`config.mk`:
```
export PLATFORM = sky130hd
export DESIGN_NAME = timer_arbiter
export DESIGN_NICKNAME = d
export VERILOG_FILES = /design/src/rtl/timer_arbiter.sv
export SDC_FILE = /design/constraint.sdc
export NUM_CORES = 1
export LEC_CHECK = 0
export CORE_ASPECT_RATIO = 1.2
export CORE_MARGIN = 3
export CORE_UTILIZATION = 54
export CTS_BUF_LIST = sky130_fd_sc_hd__clkbuf_16
export CTS_CLUSTER_SIZE = 25
export DETAILED_ROUTE_END_ITERATION = 7
export PLACE_DENSITY = 0.87
export RECOVER_POWER = 100
export SLEW_MARGIN = 20
export SYNTH_ARGS = -nofsm -noshare
export SYNTH_HDL_FRONTEND = slang
export SYNTH_SLANG_ARGS = --single-unit
```
`constraint.sdc`:
```
create_clock -name clk -period 6.7 [get_ports clk]
set_input_delay 1.34 -clock clk [delete_from_list [all_inputs] [get_ports clk]]
set_output_delay 1.34 -clock clk [all_outputs]
set_load 0.02 [all_outputs]
```
`src/rtl/timer_arbiter.sv`:
```
// Shared one-shot delay timer, time-multiplexed between N_REQ requesters.
// A round-robin arbiter picks one requester, loads its tick count, and the
// timer counts that many prescaled base ticks before pulsing done.
module timer_arbiter #(
    parameter int unsigned CLK_FREQ = 12_000_000,
    parameter int unsigned TICK_HZ  = 1000,
    parameter int unsigned N_REQ    = 4,
    parameter int unsigned CNT_W    = 16
) (
    input  logic                   clk,
    input  logic                   rst_n,
    input  logic [N_REQ-1:0]       req,
    input  logic [N_REQ*CNT_W-1:0] req_ticks,
    input  logic [N_REQ-1:0]       abort,
    output logic [N_REQ-1:0]       grant,
    output logic                   busy,
    output logic [N_REQ-1:0]       done,
    output logic                   tick
);

    localparam int unsigned DIV   = CLK_FREQ / TICK_HZ;
    localparam int unsigned PS_W  = (DIV > 1) ? $clog2(DIV) : 1;
    localparam int unsigned IDX_W = (N_REQ > 1) ? $clog2(N_REQ) : 1;

    // Prescaler value at the wrap, and the value one cycle before it; tick is
    // registered off the latter so it is high exactly while prescaler == DIV-1.
    localparam logic [PS_W-1:0]  PS_LAST  = PS_W'(DIV - 1);
    localparam logic [PS_W-1:0]  PS_PRE   = PS_W'(DIV - 2);
    localparam logic [IDX_W-1:0] IDX_LAST = IDX_W'(N_REQ - 1);

    // Reject unusable parameter sets at elaboration
    generate
        if (DIV < 2) begin : g_div_check
            $error("timer_arbiter: CLK_FREQ/TICK_HZ must be at least 2");
        end
        if ((N_REQ < 2) || (N_REQ > 8)) begin : g_nreq_check
            $error("timer_arbiter: N_REQ must be in 2..8");
        end
    endgenerate

    typedef enum logic [1:0] {
        ST_IDLE = 2'd0,
        ST_RUN  = 2'd1,
        ST_DONE = 2'd2
    } state_t;

    state_t             state;
    state_t             state_nx;
    logic [PS_W-1:0]    prescaler;
    logic [CNT_W-1:0]   remaining;
    logic [IDX_W-1:0]   last_grant;

    logic [CNT_W-1:0]   ticks_arr [N_REQ];
    logic [IDX_W-1:0]   sel;
    logic               found;
    logic               any_req;
    int unsigned        rr_idx;
    logic [CNT_W-1:0]   sel_ticks;
    logic               wrap;
    logic               last_tick;
    logic               abort_hit;

    logic [N_REQ-1:0]   grant_nx;
    logic               busy_nx;
    logic [N_REQ-1:0]   done_nx;
    logic               tick_nx;

    // Unpack the per-requester tick counts
    for (genvar i = 0; i < int'(N_REQ); i++) begin : g_ticks
        assign ticks_arr[i] = req_ticks[i*CNT_W +: CNT_W];
    end

    // Round-robin pick: first set req bit searching upward from last_grant+1
    always_comb begin
        sel     = last_grant;
        found   = 1'b0;
        rr_idx  = 0;
        any_req = |req;
        for (int unsigned off = 1; off <= N_REQ; off++) begin
            rr_idx = (32'(last_grant) + off) % N_REQ;
            if (!found && req[IDX_W'(rr_idx)]) begin
                found = 1'b1;
                sel   = IDX_W'(rr_idx);
            end
        end
    end

    assign sel_ticks = ticks_arr[sel];
    assign wrap      = (prescaler == PS_LAST);
    assign last_tick = (remaining == CNT_W'(1));
    // Only the granted requester's abort bit can cancel a running delay
    assign abort_hit = (state == ST_RUN) && abort[last_grant];

    // State register
    always_ff @(posedge clk or negedge rst_n) begin
        if (!rst_n) begin
            state <= ST_IDLE;
        end else begin
            state <= state_nx;
        end
    end

    // Next-state logic
    always_comb begin
        state_nx = state;
        case (state)
            ST_IDLE: begin
                if (any_req) begin
                    state_nx = (sel_ticks != '0) ? ST_RUN : ST_DONE;
                end
            end
            ST_RUN: begin
                if (abort_hit) begin
                    state_nx = ST_IDLE;
                end else if (wrap && last_tick) begin
                    state_nx = ST_DONE;
                end
            end
            ST_DONE: begin
                state_nx = ST_IDLE;
            end
            default: begin
                state_nx = ST_IDLE;
            end
        endcase
    end

    // Next values of the registered outputs
    always_comb begin
        grant_nx = '0;
        busy_nx  = 1'b0;
        done_nx  = '0;
        tick_nx  = 1'b0;
        case (state)
            ST_IDLE: begin
                if (any_req) begin
                    if (sel_ticks != '0) begin
                        grant_nx[sel] = 1'b1;
                        busy_nx       = 1'b1;
                    end else begin
                        done_nx[sel] = 1'b1;
                    end
                end
            end
            ST_RUN: begin
                if (!abort_hit) begin
                    if (wrap && last_tick) begin
                        done_nx[last_grant] = 1'b1;
                    end else begin
                        grant_nx[last_grant] = 1'b1;
                        busy_nx              = 1'b1;
                        tick_nx              = (prescaler == PS_PRE);
                    end
                end
            end
            default: begin
            end
        endcase
    end

    // Output registers
    always_ff @(posedge clk or negedge rst_n) begin
        if (!rst_n) begin
            grant <= '0;
            busy  <= 1'b0;
            done  <= '0;
            tick  <= 1'b0;
        end else begin
            grant <= grant_nx;
            busy  <= busy_nx;
            done  <= done_nx;
            tick  <= tick_nx;
        end
    end

    // Prescaler, remaining-tick counter and round-robin pointer
    always_ff @(posedge clk or negedge rst_n) begin
        if (!rst_n) begin
            prescaler  <= '0;
            remaining  <= '0;
            last_grant <= IDX_LAST;
        end else begin
            case (state)
                ST_IDLE: begin
                    if (any_req) begin
                        remaining  <= sel_ticks;
                        last_grant <= sel;
                        prescaler  <= '0;
                    end
                end
                ST_RUN: begin
                    if (abort_hit) begin
                        prescaler <= '0;
                        remaining <= '0;
                    end else if (wrap) begin
                        prescaler <= '0;
                        remaining <= remaining - CNT_W'(1);
                    end else begin
                        prescaler <= prescaler + PS_W'(1);
                    end
                end
                default: begin
                end
            endcase
        end
    end

endmodule

```
Word-level counts from Yosys, hierarchy flattened:

Cells that the tools add are included.
Widths: inputs -> output; s select.

* register bits after elaboration: 44
* logic and storage cells: 104

* magnitude comparators: 9
* reduce and logical (&&, ||, !) cells: 18
* $add $sub $neg: 6
* multiplexer cells: 55
* bitwise logic cells: 1
* eq/ne operators: 7

Operators with widths (count)
* $mux 16: 5
* $mux 14: 3
* $bmux 16 s2: 1
* $mux 4: 8
* $pmux 16 s2: 1
* $eq 14x14->1 const B: 2
* $pmux 14 s2: 1
* $lt 2x3->1 const B: 6
* $mux 1: 17
* $eq 16x1->1 const B: 1
* $mux 2: 8
* $pmux 4 s2: 2
* $reduce_bool 16->1: 1
* $sub 16x1->16 const B: 1
* $add 14x1->14 const B: 1
* $bmux 1 s2: 5
* $logic_and 1x1->1: 7
* $reduce_and 2->1: 3
* $add 2x1->2 const B: 2
* $add 2x2->2 const B: 2
* $demux 1 s2: 2
* $ge 2x1->1 const B: 2
* $pmux 2 s2: 1
* $reduce_or 4->1: 1
* 11 further kinds: 13

Longest topological paths before layout:

* word-level depth: 21
* gate-level depth with buffers: 13
* gate-level depth less buffers: 10

Least setup slack after synthesis:

OpenSTA, ideal clock, no wires.

* kind: input-to-reg
* start point: in req[2]
* end point: reg grant[0]
* stages: 9
* data required time: 6578 ps
* buffers on the path: 1
* slack: 3112 ps
* library setup time: 122 ps
* arrival time: 3467 ps
* cells stage by stage: nand2b_1 > a21boi_1 > a2111o_1 > nand2_2 > buf_6 > mux4_2 > nor4_4 > nand3_4 > a32o_1

* cells in the longest elaborated chain, start to end: 20

Ends and longest elaborated chain
* start: declaration: RTL line 12 `input logic [N_REQ-1:0] req,`
* $bmux 1 s2: RTL line 81 `if (!found && req[IDX_W'(rr_idx)]) begin`
* $mux 1 (implied by the code): RTL line 81
* $mux 1: RTL line 81
* $logic_not 1->1: RTL line 81
* $logic_and 1x1->1: RTL line 81
* $mux 1: RTL line 81
* $logic_not 1->1: RTL line 81
* $logic_and 1x1->1: RTL line 81
* [4 not listed]
* $not 2->3 (implied by the code): RTL line 88 `assign sel_ticks = ticks_arr[sel];`
* $bmux 16 s2: RTL line 88
* $mux 16 (implied by the code) (2 in series): RTL line 88
* $reduce_bool 16->1: RTL line 137 `if (sel_ticks != '0) begin`
* $mux 4: RTL line 137
* $mux 4 (*): RTL line 136 `if (any_req) begin`
* $pmux 4 s2 (*): RTL line 134 `case (state)`
* named net grant_nx[0]: RTL line 63 `logic [N_REQ-1:0] grant_nx;`
* end signal: assignment: RTL line 169 `grant <= grant_nx;`
* end: declaration: RTL line 15 `output logic [N_REQ-1:0] grant,`

Mark *: on every way through the listed nets, which the timed path passes. The rest lies on a longest branch. The select of a mux whose other input is x is not followed.
A chain may end at the register's enable or synchronous reset.

Final worst setup path:

* start point: in req[2]
* end point: reg done[0]

* cells in the longest elaborated chain, start to end: 20

Ends and longest elaborated chain
* $bmux 1 s2: RTL line 81
* $mux 1 (implied by the code): RTL line 81
* $mux 1: RTL line 81
* $logic_not 1->1: RTL line 81
* $logic_and 1x1->1: RTL line 81
* $mux 1: RTL line 81
* $logic_not 1->1: RTL line 81
* $logic_and 1x1->1: RTL line 81
* [4 not listed]
* $not 2->3 (implied by the code): RTL line 88
* $bmux 16 s2: RTL line 88
* $mux 16 (implied by the code) (2 in series): RTL line 88
* $reduce_bool 16->1: RTL line 137
* $mux 4: RTL line 137
* $mux 4 (*): RTL line 136
* $pmux 4 s2 (*): RTL line 134
* named net done_nx[0]: RTL line 65 `logic [N_REQ-1:0] done_nx;`
* end signal: assignment: RTL line 171 `done <= done_nx;`
* end: declaration: RTL line 17 `output logic [N_REQ-1:0] done,`

Marked as above.

==> reports/qor_table.md <==
| Item | This run |
|---|---|
| Diode insertion count for antenna repair | 0 |
| DRT antenna net count | 0 |
| # H-tree levels | 2 |
| Post-synthesis sequential area ratio | 34.01% |
| Hold Crit Class | reg -> reg |
| Clock root buffer master | sky130_fd_sc_hd__clkbuf_16 |
| Peak VDD IR | 396.9 µV |
| Fraction of synthesis flops using an asynchronous set or reset pin | 100.0% |
| Setup repair after global routing missed its margin | false |
| Worst-margin pin slew | 2.366 ns |
| CP peak stage delay | 1.14 ns |
| Critical path, cell by cell | dlygate4sd3_1, nand2b_1, a21boi_0, a2111o_1, nand2_1, mux4_2, nor4_4, nand3_1, o41ai_1 |
| Kind of end point of the critical path | register |
| Yosys warnings | 0 |
| Fmax achieved | 178.2 MHz |
| Total setup buffers inserted after CTS | 0 |
| GPL Wtd Cong | 0.9219 |
| Clock transition at the registers of the reported paths | 0.06 ns |
| First-pass iteration count of the detailed router | 5 |
| Net total in the final layout | 511 |
| Maximum number of pins on one net before global-route repair | 45 |
| Number of antenna violations at the first check in global routing | 0 |
| Fin. max-slew vios | 76 |
| Worst path required time | 6.86 ns |
| Top library cells by usage in the layout, fill and taps aside | sky130_fd_sc_hd__clkdlybuf4s50_1, sky130_fd_sc_hd__o21ai_0, sky130_fd_sc_hd__dfrtp_1 |
| HPWL after detailed placement | 6993 µm |
| Post-DR wirelength/cell | 18.82 µm |
| Setup Total Neg Slack | 0 ns |
| Clock buffer depth | 2 |
| Area of the core region | 5743 µm² |
| Floorplan die area | 6978 µm² |
| First-pass GRT wire length | 15,460 µm |
| Share of layout cells above drive strength 1 | 6.279% |
| Floorplan die height | 90.91 µm |
| Post_cts resized | 0 |
| Worst EP arrival | 5.77 ns |
| Syn Nets | 438 |
| Clock insertion delay at the later pin of the skew report | 0.28 ns |
| Most common cell after layout, fill and taps aside | sky130_fd_sc_hd__clkdlybuf4s50_1 |
| Post-Syn Area per Cell | 9.113 µm² |
| Count of unique library cells instantiated by Yosys | 60 |
| Total power per unit cell area | 412.7 nW/µm² |
| TritonCTS Sinks | 44 |
| Via density per instance | 6.524 |
| Power after layout | 1.746 mW |
| Total of max-cap violations | 2 |
| Worst max-slew margin expressed relative to the limit | -57.75% |
| Iteration-0 DRC Markers | 274 |
| Layout Cell Area excl Fill | 4229 µm² |
| Worst Clk Skew | 0.003172 ns |
| Post-route clock period utilization | 83.77% |
| TritonCTS clock tree | done |
| Number of global-route vias before repair | 3,226 |
| Status | finished, violations left |
| Slowest CP cell | sky130_fd_sc_hd__nand2_1 |
| Sort of element at the start of the critical path | primary input |
| DR vias | 3,327 |
| Post-CTS Hold Buffers | 0 |
| Syn Std Cell Area | 3244 µm² |
| Most used flip-flop cell after synthesis | sky130_fd_sc_hd__dfrtp_1 |
| Final Hold Vio Count | 0 |
| Total clock buffers created by CTS | 5 |
| Initial standard-cell utilization of the core | 56.49% |
| Kind of cell adding the most delay to the critical path | simple AND/OR/NAND/NOR gates |
| Max Fanout on Critical Path | 30 |
| Placement-stage cell area | 4093 µm² |
| Crit Path Category | in -> reg |
| Total global routing overflow | 0 |
| Die boundary width | 76.76 µm |
| Total routing resource utilization after global routing | 27.35% |
| Seq cells post-synth | 44 |
| Area delta synth->final | 30.35% |
| Static leakage | 1.724 nW |
| Post-synthesis cell count | 356 |
| Number of standard cells in the final layout excluding fillers | 510 |
| Cells after DPL | 502 |
| Number of synthesized flops with an enable pin | 0 |
| Number of buffers added on ports | 83 |
| Detailed-route wire length | 9600 µm |
| Final Critical Period | 5.613 ns |
| Failing checks | capacitance limit, slew limit |
| Final setup violation count | 0 |
| Crit path buf inv count | 1 |
| Remaining DRCs | 0 |
| Site row count | 30 |
| Number of placed I/O pins | 84 |
==> final cells by class <==
type,count,area [µm²]
fill,421,1514
clock inverter,3,38.79
clock buffer,5,125.1
inverter,12,45.04
sequential,44,1104
tap,80,100.1
multi-input combinational,281,1981
timing repair buffer,85,835.8
==> layer usage <==
layer / vias to the layer above / share of wire, % / track usage, %
met3: 31 / 8.3 / 5.190
met4: 0 / 2.8 / 9.063
met1: 1593 / 39 / 33.67
li1: 1496 / - / -
met5: - / 0 / 0
met2: 207 / 50 / 47.67
==> worst register-to-register path, stage by stage, from the launching register on <==
cell	delay (ns)
sky130_fd_sc_hd__dfstp_2	0.68
sky130_fd_sc_hd__inv_1	0.16
sky130_fd_sc_hd__ha_1	0.43
sky130_fd_sc_hd__nor2b_1	0.09
sky130_fd_sc_hd__a2111o_1	0.42
sky130_fd_sc_hd__nand2_1	1.14
sky130_fd_sc_hd__mux4_2	0.69
sky130_fd_sc_hd__nor4_4	0.32
sky130_fd_sc_hd__nand3_1	0.36
sky130_fd_sc_hd__o41ai_1	0.47
==> worst paths after layout <==
check / start / slack, ns / depth (start not counted) / end
setup reg to reg: last_grant[0]$_DFFE_PN1P_ / 1.80 / 9 / done[0]$_DFF_PN0_
hold reg to reg: prescaler[13]$_DFFE_PN0P_ / 0.48 / 1 / prescaler[13]$_DFFE_PN0P_
min in group asynchronous: rst_n / 1.77 / 1 / prescaler[0]$_DFFE_PN0P_
hold / removal: prescaler[13]$_DFFE_PN0P_ / 0.48 / 1 / prescaler[13]$_DFFE_PN0P_
max in group asynchronous: rst_n / 3.59 / 1 / remaining[13]$_DFFE_PN0P_
setup / recovery: req[2] / 1.09 / 9 / done[0]$_DFF_PN0_
==> sequential cells by signal (all words and copies together), names as in the netlist <==
name,cells
remaining,16
state,2
grant,4
done,4
busy,1
prescaler,14
last_grant,2
tick,1
==> logic make-up after synthesis <==
group / Yosys count / share of synthesized area, %
AO/OA/AOI/OAI: 116 / 23.60
AND/OR/NAND/NOR: 116 / 19.55
flip-flops: 44 / 34.01
multiplexers: 38 / 14.42
buffers and inverters: 31 / 4.512
adder cells (fa/ha/maj): 8 / 3.085
XOR/XNOR: 3 / 0.8100
==> report_power, final <==
group          total, mW  internal [mW]  leakage [nW]  switching [mW]
clock network      0.276          0.174        0.0850           0.102
registers          0.418          0.344         0.579          0.0737
logic               1.05          0.442          1.06           0.610
==> Yosys cell counts (9+ instances only) <==
| library cell | n | area share [%] |
|---|---|---|
| sky130_fd_sc_hd__dfrtp_1 | 42 | 32 |
| sky130_fd_sc_hd__mux2i_1 | 31 | 9.6 |
| sky130_fd_sc_hd__o21ai_0 | 31 | 4.8 |
| sky130_fd_sc_hd__nand2_1 | 24 | 2.8 |
| sky130_fd_sc_hd__nor2_1 | 24 | 2.8 |
| sky130_fd_sc_hd__a21oi_1 | 18 | 2.8 |
| sky130_fd_sc_hd__o21ai_1 | 17 | 2.6 |
| sky130_fd_sc_hd__clkbuf_1 | 12 | 1.4 |
| sky130_fd_sc_hd__inv_1 | 12 | 1.4 |
| sky130_fd_sc_hd__nor3_1 | 11 | 1.7 |
| sky130_fd_sc_hd__nor4_1 | 11 | 2.1 |
| sky130_fd_sc_hd__a22oi_1 | 9 | 2.1 |
==> per-stage QoR <==
step | util, % | hold slack [ns] | setup slack [ns]
after global placement | 71.26 | 0.4590 | 1.755
after floorplan | - | 0.4371 | 3.112
after detailed placement | 71.26 | 0.4676 | 1.670
after global routing | 73.64 | 0.4954 | 0.9131
final | 73.64 | 0.4805 | 1.087
after CTS | 74.12 | 0.4755 | 1.951
(Power assumes the default switching activity.)
